--- src/rtl/button_event_scheduler_pkg.sv ---
// Shared types for the button event scheduler: scheduler state and id width helper.
package button_event_scheduler_pkg;

  typedef enum logic {
    IDLE    = 1'b0,
    PRESENT = 1'b1
  } sched_state_t;

  function automatic int idw(input int n);
    return (n > 1) ? $clog2(n) : 1;
  endfunction

endpackage

--- src/rtl/btn_debounce_cell.sv ---
// One button lane: 2-flop synchronizer, tick-based debounce counter and stable level.
// evt pulses (combinationally) in the tick cycle where stable flips; level is the new value.
module btn_debounce_cell
  import button_event_scheduler_pkg::*;
#(
  parameter int DEBOUNCE_TICKS = 20
) (
  input  logic clk,
  input  logic rst,
  input  logic tick,
  input  logic button,
  output logic stable,
  output logic evt,
  output logic level
);

  localparam int CW = (DEBOUNCE_TICKS > 1) ? $clog2(DEBOUNCE_TICKS) : 1;
  localparam logic [CW-1:0] CMAX = CW'(DEBOUNCE_TICKS - 1);

  logic          s1, s2;
  logic [CW-1:0] cnt;
  logic          flip;

  assign flip  = tick && (s2 != stable) && (cnt == CMAX);
  assign evt   = flip;
  assign level = ~stable;

  always_ff @(posedge clk or posedge rst) begin
    if (rst) begin
      s1     <= 1'b0;
      s2     <= 1'b0;
      stable <= 1'b0;
      cnt    <= '0;
    end else begin
      s1 <= button;
      s2 <= s1;
      if (tick) begin
        if (s2 == stable) begin
          cnt <= '0;
        end else if (flip) begin
          stable <= ~stable;
          cnt    <= '0;
        end else begin
          cnt <= cnt + 1'b1;
        end
      end
    end
  end

endmodule

--- src/rtl/button_event_scheduler.sv ---
// Debounced multi-button front end with pending flags, round-robin dispatch and press counter.
// Optional macro HOLD_REPEAT_EN adds auto-repeat press events while a button stays held.
module button_event_scheduler
  import button_event_scheduler_pkg::*;
#(
  parameter int N_BTN          = 4,
  parameter int TICK_DIV       = 50000,
  parameter int DEBOUNCE_TICKS = 20,
  parameter int REPEAT_TICKS   = 50,
  localparam int IDW           = idw(N_BTN)
) (
  input  logic             clk,
  input  logic             rst,
  input  logic [N_BTN-1:0] button,
  output logic [N_BTN-1:0] stable,
  output logic             evt_valid,
  input  logic             evt_ready,
  output logic [IDW-1:0]   evt_id,
  output logic             evt_press,
  output logic             ovr,
  output logic [7:0]       LED
);

  localparam int PW = (TICK_DIV > 1) ? $clog2(TICK_DIV) : 1;

  logic [PW-1:0]    pcnt;
  logic             tick;
  logic [N_BTN-1:0] dev, dlev, nev, nlev;
  logic [N_BTN-1:0] pend, ptype, gmask;
  logic [IDW-1:0]   rr_ptr, gnt;
  logic             gnt_fire, found;
  int unsigned      idx;
  sched_state_t     state, state_n;

  assign tick = (pcnt == PW'(TICK_DIV - 1));

  always_ff @(posedge clk or posedge rst) begin
    if (rst)       pcnt <= '0;
    else if (tick) pcnt <= '0;
    else           pcnt <= pcnt + 1'b1;
  end

  for (genvar i = 0; i < N_BTN; i++) begin : g_btn
    btn_debounce_cell #(.DEBOUNCE_TICKS(DEBOUNCE_TICKS)) u_cell (
      .clk    (clk),
      .rst    (rst),
      .tick   (tick),
      .button (button[i]),
      .stable (stable[i]),
      .evt    (dev[i]),
      .level  (dlev[i])
    );
  end

`ifdef HOLD_REPEAT_EN
  localparam int RW = (REPEAT_TICKS > 1) ? $clog2(REPEAT_TICKS) : 1;
  logic [N_BTN-1:0] rep;

  // A debounced flip outranks a repeat in the same tick, so a release is never masked.
  for (genvar i = 0; i < N_BTN; i++) begin : g_rep
    logic [RW-1:0] rcnt;
    assign rep[i] = tick && stable[i] && !dev[i] && (rcnt == RW'(REPEAT_TICKS - 1));
    always_ff @(posedge clk or posedge rst) begin
      if (rst)                     rcnt <= '0;
      else if (!stable[i] || dev[i]) rcnt <= '0;
      else if (tick)               rcnt <= rep[i] ? '0 : rcnt + 1'b1;
    end
  end

  assign nev  = dev | rep;
  assign nlev = dlev | ~dev;
`else
  assign nev  = dev;
  assign nlev = dlev;
`endif

  always_comb begin
    state_n  = state;
    gnt_fire = 1'b0;
    gnt      = '0;
    found    = 1'b0;
    idx      = 0;
    gmask    = '0;
    for (int unsigned k = 0; k < N_BTN; k++) begin
      idx = (k + 32'(rr_ptr)) % N_BTN;
      if (!found && pend[IDW'(idx)]) begin
        found = 1'b1;
        gnt   = IDW'(idx);
      end
    end
    case (state)
      IDLE: begin
        if (found) begin
          state_n  = PRESENT;
          gnt_fire = 1'b1;
          gmask    = N_BTN'(1) << gnt;
        end
      end
      PRESENT: if (evt_ready) state_n = IDLE;
      default: state_n = IDLE;
    endcase
  end

  always_ff @(posedge clk or posedge rst) begin
    if (rst) state <= IDLE;
    else     state <= state_n;
  end

  assign evt_valid = (state == PRESENT);

  // New events are OR'ed in after the grant clear, so a same-cycle event re-arms the flag.
  always_ff @(posedge clk or posedge rst) begin
    if (rst) begin
      pend      <= '0;
      ptype     <= '0;
      rr_ptr    <= '0;
      evt_id    <= '0;
      evt_press <= 1'b0;
      ovr       <= 1'b0;
      LED       <= '0;
    end else begin
      if (gnt_fire) begin
        evt_id    <= gnt;
        evt_press <= ptype[gnt];
        rr_ptr    <= IDW'((32'(gnt) + 1) % N_BTN);
      end
      pend  <= (pend & ~gmask) | nev;
      ptype <= (ptype & ~nev) | (nlev & nev);
      if (|(nev & pend & ~gmask)) ovr <= 1'b1;
      if (evt_valid && evt_ready && evt_press) LED <= LED + 1'b1;
    end
  end

endmodule
--- config.mk ---
export PLATFORM = sky130hd
export DESIGN_NAME = button_event_scheduler
export DESIGN_NICKNAME = d
export VERILOG_FILES = /design/src/rtl/button_event_scheduler_pkg.sv /design/src/rtl/btn_debounce_cell.sv /design/src/rtl/button_event_scheduler.sv
export SDC_FILE = /design/constraint.sdc
export NUM_CORES = 1
export LEC_CHECK = 0
export CAP_MARGIN = 20
export CORE_MARGIN = 10
export CORE_UTILIZATION = 40
export CTS_CLUSTER_SIZE = 40
export DETAILED_ROUTE_END_ITERATION = 16
export PLACE_DENSITY = 0.62
export SETUP_SLACK_MARGIN = 0.3
export SLEW_MARGIN = 0
export SYNTH_ARGS = -nofsm -noshare
export SYNTH_HDL_FRONTEND = slang
export SYNTH_HIERARCHICAL = 1
export SYNTH_SLANG_ARGS = --single-unit
--- constraint.sdc ---
create_clock -name clk -period 4.7 [get_ports clk]
set_input_delay 0.94 -clock clk [delete_from_list [all_inputs] [get_ports clk]]
set_output_delay 0.94 -clock clk [all_outputs]
set_load 0.005 [all_outputs]
Word level (Yosys, flattened, before mapping). Index checks and enable logic that the tools add are counted.

Bitwise logic cells: 18. Reduce and logical (&&, ||, !) cells: 21. Magnitude comparators: 5. Muxes and demuxes: 33. Shift operators: 1. $add $sub $neg: 10. Equality and inequality tests: 13.

Operators by type and width (count): 5-bit two-way mux (8); 5-bit by 1-bit adder with 5-bit output, second input constant (4); 4-bit bitwise AND (5); 5-bit equality test, second input constant (4); 16-bit by 1-bit adder with 16-bit output, second input constant (1); 16-bit equality test, second input constant (1); 16-bit two-way mux (1); 2-bit by 3-bit less-than comparator with 1-bit output, second input constant (5); 1-bit logical AND (13); 1-bit two-way mux (12); 3-bit AND reduction (4); 1-bit binary-select mux with 2-bit select (5); 1-bit NOT (9); 8-bit by 1-bit adder with 8-bit output, second input constant (1); 2-bit two-way mux (4); 4-bit two-way mux (2); 4-bit NOT (2); 4-bit bitwise OR (2); 2-bit adder, first input constant (2); 1-bit equality test (4); 1-bit != test (4); 4-bit OR reduction (1); 1-bit by 2-bit left shift with 4-bit output, first input constant (1); 1-bit logical NOT (3); 3 further kinds (3).

Bits in registers: 71. Output and inout bits: 17. Logic and storage cells: 126. Input port bits: 7.

Logic depth before layout (Yosys ltp). Gate-level depths: netlist of the first run.

Depth after elaboration: 18. Depth in mapped cells: 8. Mapped depth without buffers: 7.

Cells and area by module. Netlist of the first run, hierarchy kept.

By module, submodules not included: button_event_scheduler (times used 1, area an instance 1826.8 µm², sequential area each 975.9 µm², cells an instance 165); btn_debounce_cell (times used 4, area an instance 420.4 µm², sequential area each 200.2 µm², cells an instance 38).

Worst setup path after synthesis of the first run. No wires, ideal clock.

Kind: register -> register. Start point: reg pcnt[13]. End point: reg (tool-made name). Arrival time: 2.199 ns. Stages on the path, launching flop included: 7. Path slack: 2.376 ns. Clock period less this slack: 2.324 ns. Cell sequence: dfrtp_1 > nor4bb_1 > and4_1 > nor3b_2 > buf_2 > and3_1 > mux2_2.

RTL lines: from (decl) (line button_event_scheduler.sv:26) `logic [PW-1:0] pcnt;`; from (signal assigned) (line button_event_scheduler.sv:40) `else pcnt <= pcnt + 1'b1;`.

Worst setup path in the final report of the first run.
Start point: reg pcnt[13]. End point: reg g_btn[3].u_cell.cnt[4].

Word-level cells in the longest chain between the ends: 5.

RTL lines: 16-bit equality test (*) (line button_event_scheduler.sv:35) `assign tick = (pcnt == PW'(TICK_DIV - 1));`; named net tick (line button_event_scheduler.sv:27) `logic tick;`; 1-bit logical AND (2 in a row) (line btn_debounce_cell.sv:24) `assign flip = tick && (s2 != stable) && (cnt == CMAX);`; 5-bit two-way mux (line btn_debounce_cell.sv:40) `end else if (flip) begin`; 5-bit two-way mux (line btn_debounce_cell.sv:38) `if (s2 == stable) begin`; to (signal assigned) (line btn_debounce_cell.sv:44) `cnt <= cnt + 1'b1;`; to (decl) (line btn_debounce_cell.sv:21) `logic [CW-1:0] cnt;`.

Mark *: on every way through the listed nets, which the timed path passes. The rest lies on a longest branch. A chain may end at the register's enable or synchronous reset.

==> impl_metrics.json, run 1 <==
{
  "h-tree-depth": 3,
  "multi_input_area_sq_um": 1610,
  "max_freq_mhz": 363,
  "ys_warn_count": 6,
  "end_kind": "register",
  "drc_errors": 0,
  "cp_data_required_time_ns": 4.95,
  "cts_root_buf": "clkbuf_8",
  "grt_pass1_vias": 2420,
  "rr_worst_depth": 7,
  "cts.clk_slew.worst_paths_ns": 0.07,
  "r2r_end": "g_btn[3].u_cell/cnt[4]$_DFFE_PP0P_",
  "synth_area_per_cell_sq_um": 11.1,
  "die_x_um": 114,
  "routed_wl_um": 6640,
  "dp_hpwl_um": 4820,
  "skew_ns": 0.0116,
  "drtIter0Drc": 95,
  "internal_power_mw": 0.936,
  "drt_pass1_iterations": 4,
  "synth_cells": 317,
  "path_max_fanout": 27,
  "antenna_left": 0,
  "via_per_inst": 5.25,
  "whs_ns": 0.351,
  "vdd_drop_max_mv": 0.156,
  "hold_buffers": 0,
  "grt_max_degree": 40,
  "report.final.slew_viol_count": 0,
  "start_util_pct": 40.6,
  "clock_latency_ns": 0.35,
  "power_frac_clock_pct": 45.9,
  "n_antenna_cell": 0,
  "clk_path_buf_depth": 2,
  "hold_viol": 0,
  "grt_pass1_wl_um": 11600,
  "cp_data_arrival_time_ns": 3.01,
  "ctsResizeCount": 0,
  "drive_above_1_share_pct": 11.4,
  "seq_power_share_pct": 51.9,
  "final_common_cell": "dfrtp_1",
  "synthArstFlopShare_pct": 100,
  "synth_cell_type_count": 48,
  "setup_ws_ns": 1.95,
  "syn-num-nets": 330,
  "crit_type": "reg -> reg",
  "numCtsBuffers": 9,
  "die_h_um": 114,
  "post-route-period-util_pct": 58.6,
  "max-cap-violations": 0,
  "setup-violations-final": 0,
  "area_growth_pct": 16.4,
  "synth_edf_count": 0,
  "core_sq_um": 8640,
  "gp_congestion": 0.781,
  "reg2reg_from": "pcnt[13]$_DFF_PP0_",
  "die_area_sq_um": 12900,
  "fillers": 795,
  "clock_sinks": 71,
  "ios": 24,
  "ys_seq_area_share_pct": 50.6,
  "placement_rows": 34,
  "p_leak_nw": 1.95,
  "worstHoldPathType": "reg -> reg",
  "post-place-ws_ns": 1.97,
  "port_buffers": 23,
  "hold_end": "g_btn[3].u_cell/s2$_DFF_PP0_",
  "ys.flop_type": "dfrtp_1",
  "slew_headroom_pct": 31.1,
  "ys_ff_latch": 71,
  "min-delay-start": "g_btn[3].u_cell/s1$_DFF_PP0_",
  "start_kind": "register",
  "vias": 2409,
  "syn_area_sq_um": 3510,
  "rrSetupSlack_ns": 1.95,
  "tightest_slew_ns": 1.03,
  "tritoncts": "yes",
  "final_cell_mix": "dfrtp_1, inv_1, clkdlybuf4s50_1",
  "final_nets": 359,
  "dpl-instance-area_sq_um": 3860,
  "gr-total-overflow": 0,
  "grt_use_total_pct": 10.9,
  "hold_path_depth": 0,
  "power_switching_mw": 0.253,
  "switching_share_pct": 21.3,
  "setup-tns-final_ns": 0,
  "powerDensity_nw_per_um2": 291,
  "grt_antenna_before_repair": 0,
  "fin_area_sq_um": 4080,
  "routedWlPerCell_um": 14.5,
  "period_minus_slack_ns": 2.75,
  "outcome": "finished clean",
  "cts_setup_buffers": 0,
  "ff_latch_area_sq_um": 1780,
  "combPwrFrac_pct": 2.2,
  "grt_setup_unrepaired": "no"
}
==> sequential cells by signal, summed over array words and instances (netlist names), named ones only <==
name,count
evt_press,1
g_btn.u_cell/stable,4
g_btn.u_cell/cnt,20
pend,4
evt_id,2
evt_valid,1
pcnt,16
g_btn.u_cell/s1,4
LED,8
g_btn.u_cell/s2,4
ovr,1
rr_ptr,2
==> routing by layer <==
layer	global-route usage [%]	vias up	part of all wire [%]
met2	16.5	31	45
met1	14.1	1170	49
met4	4.40	0	1.5
met3	3.46	12	4.5
met5	0	-	0
li1	-	1196	-
==> stage by stage <==
| stage | std cells | power [mW] | utilization [%] |
|---|---|---|---|
| after floorplan | 317 | 0.644 | - |
| after global placement | 443 | 0.656 | 44.7 |
| after detailed placement | 443 | 0.657 | 44.7 |
| after CTS | 459 | 1.21 | 47.3 |
| after global routing | 459 | 1.24 | 47.3 |
| final | 459 | 1.19 | 47.3 |
==> cells in the mapped netlist, drive strengths merged (2+ instances only) <==
cell / n / share of area [%]
o311a: 2 / 0.57
o21ai: 17 / 2.4
o22ai: 5 / 1.1
nor2: 13 / 1.4
xnor2: 15 / 4.6
nor3: 7 / 1.0
nand2: 11 / 1.2
mux2i: 7 / 2.0
o31ai: 2 / 0.43
a32o: 4 / 1.1
a21oi: 8 / 1.1
buf: 5 / 0.89
a21o: 5 / 1.1
a211o: 5 / 1.2
and3: 6 / 1.1
dfrtp: 71 / 51
xor2: 12 / 3.0
a31o: 5 / 1.2
and4: 3 / 0.75
mux2: 9 / 3.3
and4bb: 4 / 1.4
nand3: 17 / 2.4
o221ai: 4 / 1.0
inv: 23 / 2.5
and4b: 4 / 1.3
nor2b: 14 / 2.5
clkbuf: 3 / 0.32
ha: 6 / 2.1
and2: 3 / 0.61
or2: 2 / 0.36
nor3b: 7 / 1.6
nand2b: 7 / 1.2
nand4: 3 / 0.54
==> power by group through the flow <==
stage	combinational, mW	sequential [mW]	clock (mW)
after detailed placement	0.0276	0.629	0
after global placement	0.0277	0.629	0
after floorplan	0.0158	0.628	0
after CTS	0.0279	0.617	0.563
final	0.0263	0.617	0.546
after global routing	0.0305	0.617	0.589
==> final cells by class <==
class,instances,area share (%)
Sequential cell,71,43.5
Multi-Input combinational cell,215,39.4
Timing Repair Buffer,26,6.19
Clock buffer,11,3.46
Tap cell,108,3.31
Inverter,23,2.11
Clock inverter,5,1.99
==> how the worst max path moves through the flow <==
stage                                  start                            endpoint  slack (ns)  cells after the start
after floorplan           pcnt[13]$_DFF_PP0_                            register        2.38                      6
after global placement    pcnt[13]$_DFF_PP0_  g_btn[3].u_cell/cnt[4]$_DFFE_PP0P_        2.01                      7
after detailed placement  pcnt[13]$_DFF_PP0_  g_btn[3].u_cell/cnt[4]$_DFFE_PP0P_        1.97                      7
after CTS                 pcnt[13]$_DFF_PP0_  g_btn[3].u_cell/cnt[4]$_DFFE_PP0P_        1.94                      7
after global routing      pcnt[13]$_DFF_PP0_  g_btn[3].u_cell/cnt[4]$_DFFE_PP0P_        1.65                      7
final                     pcnt[13]$_DFF_PP0_  g_btn[3].u_cell/cnt[4]$_DFFE_PP0P_        1.95                      7
==> critical path, stage by stage (launching register included) <==
cell      delay [ns]
dfrtp_1         0.42
nor4bb_1        0.27
and4_1          0.28
nor3b_4         0.86
buf_4           0.36
and4b_2         0.23
o21ai_0         0.07
o221ai_1        0.16
==> cells by family after synthesis <==
logic type | Yosys count | share of synthesized area (%)
buffers and inverters | 31 | 3.67
DFF | 71 | 50.6
and+or+nand+nor | 104 | 18.1
adders and majority gates | 6 | 2.14
AOI/OAI and AO/OA | 62 | 12.6
xor gates and xnor gates | 27 | 7.60
muxes | 16 | 5.31
Note: power is estimated with default switching activity, not from simulation.
==> run 2, diff against run 1 <==
- clock period: 4.7 -> 2.7 ns (I/O delays scaled with it)
==> run 2 against run 1 <==
  * Sequential share of layout area rose by 0.31 points
  * Cell count rose by 0.65%
  * Fmax rose by 24%
  * Count of clock-buffer cells in the layout did not move
  * Power rose by 56%
  * Flip-flop and latch count did not move
  * Highest routed layer unchanged
==> impl_metrics.json, run 2 (synthesis results as in run 1) <==
{
  "p_leak_nw": 1.94,
  "powerDensity_nw_per_um2": 456,
  "placement_rows": 34,
  "largest-register": "g_btn.u_cell/cnt",
  "clk_path_buf_depth": 2,
  "path_max_fanout": 15,
  "final_nets": 363,
  "max-cap-violations": 0,
  "vias": 2447,
  "cts_root_buf": "clkbuf_8",
  "port_buffers": 23,
  "die_area_sq_um": 12900,
  "start_util_pct": 40.6,
  "routedWlPerCell_um": 14.5,
  "final_cells": 462,
  "tritoncts": "yes",
  "largest_reg_flops": 20,
  "area_growth_pct": 15.5,
  "cp_data_required_time_ns": 2.96,
  "numCtsBuffers": 9,
  "drt_pass1_iterations": 4,
  "design_power_total_mw": 1.85,
  "period_minus_slack_ns": 2.22,
  "end_kind": "register",
  "ios": 24,
  "vdd_drop_max_mv": 0.233,
  "fillers": 826,
  "setup-tns-final_ns": 0,
  "tightest_slew_ns": 0.478,
  "outcome": "finished clean",
  "setup-violations-final": 0,
  "clock_latency_ns": 0.35,
  "crit_type": "reg -> reg",
  "grt_pass1_wl_um": 12200,
  "cp_data_arrival_time_ns": 2.48,
  "post-route-period-util_pct": 82.1,
  "grt_antenna_before_repair": 0,
  "final_cell_mix": "dfrtp_1, inv_1, clkdlybuf4s50_1",
  "h-tree-depth": 3,
  "grt_setup_unrepaired": "no",
  "routed_wl_um": 6700,
  "slew_headroom_pct": 68.1,
  "hold_buffers": 0,
  "drc_errors": 0,
  "largest_registers": "g_btn.u_cell/cnt (20), pcnt (16), LED (8)",
  "drtIter0Drc": 70,
  "via_per_inst": 5.30,
  "whs_ns": 0.354,
  "n_antenna_cell": 0,
  "start_kind": "register",
  "grt_pass1_vias": 2505,
  "fin_area_sq_um": 4050,
  "final_common_cell": "dfrtp_1",
  "gp_congestion": 0.816,
  "clock_sinks": 71,
  "die_x_um": 114,
  "antenna_left": 0,
  "skew_ns": 0.0100,
  "cts.clk_slew.worst_paths_ns": 0.08,
  "die_h_um": 114,
  "hold_viol": 0,
  "dp_hpwl_um": 4890,
  "worstHoldPathType": "reg -> reg",
  "max_freq_mhz": 451,
  "core_sq_um": 8640,
  "cts_setup_buffers": 0,
  "grt_max_degree": 40,
  "grt_use_total_pct": 11.4,
  "ctsResizeCount": 0,
  "drive_above_1_share_pct": 12.1,
  "gr-total-overflow": 0,
  "numPlacedInstances": 447,
  "dpl-instance-area_sq_um": 3890,
  "report.final.slew_viol_count": 0
}
==> run 2: changes by cell type in the layout (fill, tap and decap cells not counted) <==
cell	change
buf_4	+4
bufinv_16	-2
clkinv_2	+2
clkinv_4	-1
==> run 2: layer usage <==
metal / share of wire [%] / up-vias / GRT usage (%)
li1: - / 1200 / -
met1: 48 / 1197 / 14.8
met2: 45 / 40 / 16.9
met3: 5.0 / 10 / 3.52
met4: 1.7 / 0 / 5.16
met5: 0 / - / 0
==> run 2: stage by stage <==
stage	worst slack [ns]	util [%]
2_1_floorplan	0.376	-
3_3_place_gp	0.539	45.0
3_5_place_dp	0.457	45.0
4_1_cts	0.442	46.9
5_1_grt	0.311	46.9
6_report	0.482	46.9
==> run 2: worst paths after layout <==
kind / from / end / slack (ns) / cells past startpoint
setup / recovery: pcnt[13]$_DFF_PP0_ / g_btn[2].u_cell/cnt[4]$_DFFE_PP0P_ / 0.48 / 7
hold / removal: g_btn[3].u_cell/s1$_DFF_PP0_ / g_btn[3].u_cell/s2$_DFF_PP0_ / 0.35 / 0
setup reg to reg: pcnt[13]$_DFF_PP0_ / g_btn[2].u_cell/cnt[4]$_DFFE_PP0P_ / 0.48 / 7
hold reg to reg: g_btn[3].u_cell/s1$_DFF_PP0_ / g_btn[3].u_cell/s2$_DFF_PP0_ / 0.35 / 0
max in group asynchronous: rst / evt_id[0]$_DFFE_PP0P_ / 1.58 / 3
min in group asynchronous: rst / g_btn[0].u_cell/cnt[1]$_DFFE_PP0P_ / 0.62 / 2
==> run 2: final cells by class <==
type                    count  area, sq um  share of cell area [%]
well taps                 108          135                    3.33
repair buffers             30          283                    6.98
clock buffers              11          141                    3.49
flip-flops and latches     71         1780                    43.8
inverters                  23         86.3                    2.13
multi-input cells         215         1610                    39.7
clock inverters             4         22.5                   0.556
==> run 2: critical path, stage by stage, from the launching register on <==
cell and delay [ns]:
dfrtp_1 0.42, nor4bb_1 0.27, and4_1 0.27, nor3b_4 0.42, buf_4 0.29, and4b_2 0.23, o21ai_0 0.07, o221ai_1 0.15
==> run 2: power by group <==
part | total, mW | switching, mW | internal (mW)
combinational | 0.0461 | 0.0309 | 0.0152
sequential | 1.07 | 0.00516 | 1.07
clock | 0.730 | 0.381 | 0.348
total | 1.85 | 0.417 | 1.43
==> run 3, diff against run 2 <==
- clock period: 2.7 -> 2.2 ns (I/O delays scaled with it)
==> run 3 against run 2 <==
  * Die area did not move
  * Via count rose by 7.4%
  * Non-clock buffer count rose by 34
  * Critical path depth did not move
  * Largest power group unchanged
  * Flip-flop and latch count did not move
  * Power rose by 32%
  * Critical path type unchanged
==> impl_metrics.json, run 3 (synthesis results as in run 1) <==
{
  "drc_errors": 0,
  "vias": 2629,
  "whs_ns": 0.356,
  "gr-total-overflow": 0,
  "numCtsBuffers": 9,
  "start_kind": "register",
  "max-cap-violations": 0,
  "drt_pass1_iterations": 4,
  "worstHoldPathType": "reg -> reg",
  "period_minus_slack_ns": 2.07,
  "routed_wl_um": 7360,
  "cts.clk_slew.worst_paths_ns": 0.09,
  "fillers": 729,
  "crit_type": "reg -> reg",
  "antenna_left": 0,
  "cp_data_required_time_ns": 2.44,
  "largest_registers": "g_btn.u_cell/cnt (20), pcnt (16), LED (8)",
  "powerDensity_nw_per_um2": 526,
  "fin_area_sq_um": 4630,
  "clk_path_buf_depth": 2,
  "final_cell_mix": "dfrtp_1, buf_4, inv_1, clkdlybuf4s50_1, nand3_1",
  "tritoncts": "yes",
  "n_antenna_cell": 0,
  "cp_top_family": "simple AND/OR/NAND/NOR gates",
  "via_per_inst": 5.29,
  "area_growth_pct": 32.1,
  "routedWlPerCell_um": 14.8,
  "grt_pass1_vias": 2453,
  "path_max_fanout": 5,
  "multi_input_area_sq_um": 1740,
  "largest_reg_flops": 20,
  "slew_headroom_pct": 66.7,
  "hold_viol": 0,
  "cp_data_arrival_time_ns": 2.31,
  "outcome": "finished clean",
  "drive_above_1_share_pct": 27.2,
  "placement_rows": 34,
  "clock_sinks": 71,
  "grt_setup_unrepaired": "yes",
  "end_kind": "register",
  "skew_ns": 0.0139,
  "h-tree-depth": 3,
  "start_util_pct": 40.6,
  "tightest_slew_ns": 0.500,
  "cts_root_buf": "clkbuf_8",
  "dpl-instance-area_sq_um": 3950,
  "die_x_um": 114,
  "max_freq_mhz": 483,
  "critPathBufInv": 2,
  "final_common_cell": "dfrtp_1",
  "ff_latch_area_sq_um": 1780,
  "drtIter0Drc": 109,
  "setup-tns-final_ns": 0,
  "final_nets": 397,
  "setup-violations-final": 0,
  "core_sq_um": 8640,
  "dp_hpwl_um": 4590,
  "die_area_sq_um": 12900,
  "grt_max_degree": 40,
  "grt_use_total_pct": 10.9,
  "port_buffers": 23,
  "grt_pass1_wl_um": 11600,
  "die_h_um": 114,
  "critPathSlowestCell": "dfrtp_1",
  "clock_latency_ns": 0.35,
  "rrSetupSlack_ns": 0.13,
  "vdd_drop_max_mv": 0.447,
  "report.final.slew_viol_count": 0,
  "ios": 24,
  "post-route-period-util_pct": 94.1,
  "grt_antenna_before_repair": 0,
  "gp_congestion": 0.806,
  "p_leak_nw": 2.17,
  "largest-register": "g_btn.u_cell/cnt",
  "crit_chain": "nor4bb_2, and4_1, nor3b_4, buf_6, clkbuf_16, and3_4, mux2_4",
  "numPlacedInstances": 449,
  "design_power_total_mw": 2.44,
  "crit_path_max_incr_delay_ns": 0.40,
  "final_cells": 497
}
## run 3: layout make-up
class,count,area share [%]
clock buffers,10,2.97
clock inverters,6,1.51
inverters,23,1.86
multi-input cells,215,37.6
flip-flops and latches,71,38.4
well taps,108,2.92
repair buffers,64,14.7
## run 3: worst paths after layout
kind                                         startpoint                                  to  depth (start not counted)
hold / removal             g_btn[0].u_cell/s1$_DFF_PP0_        g_btn[0].u_cell/s2$_DFF_PP0_                          0
min in group asynchronous                           rst  g_btn[2].u_cell/stable$_DFFE_PP0P_                          2
max in group asynchronous                           rst                 evt_valid$_DFF_PP0_                          3
setup / recovery                     pcnt[13]$_DFF_PP0_                            register                          7
hold reg to reg            g_btn[0].u_cell/s1$_DFF_PP0_        g_btn[0].u_cell/s2$_DFF_PP0_                          0
setup reg to reg                     pcnt[13]$_DFF_PP0_                            register                          7
## run 3: where the power goes
part | internal [mW] | switching, mW | leakage [nW]
registers | 1.31 | 0.00614 | 0.956
clock network | 0.558 | 0.505 | 0.0947
logic | 0.0186 | 0.0401 | 1.12
## run 3: what timing repair did
action / in CTS / in global routing
gates resized for setup: 3 / 40
pin swaps: 2 / 8
cloned: 1 / 3
setup buffers: 5 / 23
setup endpoints to repair: 21 / 33
hold buffers: 0 / 0
## run 3: stage by stage
stage	util (%)	worst slack, ns
after floorplan	-	0.0455
after global placement	45.8	0.144
after detailed placement	45.8	0.103
after CTS	49.1	0.146
after global routing	53.7	0.0401
final	53.7	0.129
## run 3: per-layer routing
metal | wire length [um] | vias up | part of all wire (%) | track usage [%]
met1 | 3430 | 1275 | 47 | 13.6
met3 | 327 | 15 | 4.4 | 3.73
met5 | 0 | - | 0 | 0
li1 | - | 1278 | - | -
met2 | 3470 | 61 | 47 | 16.9
met4 | 140 | 0 | 1.9 | 4.31
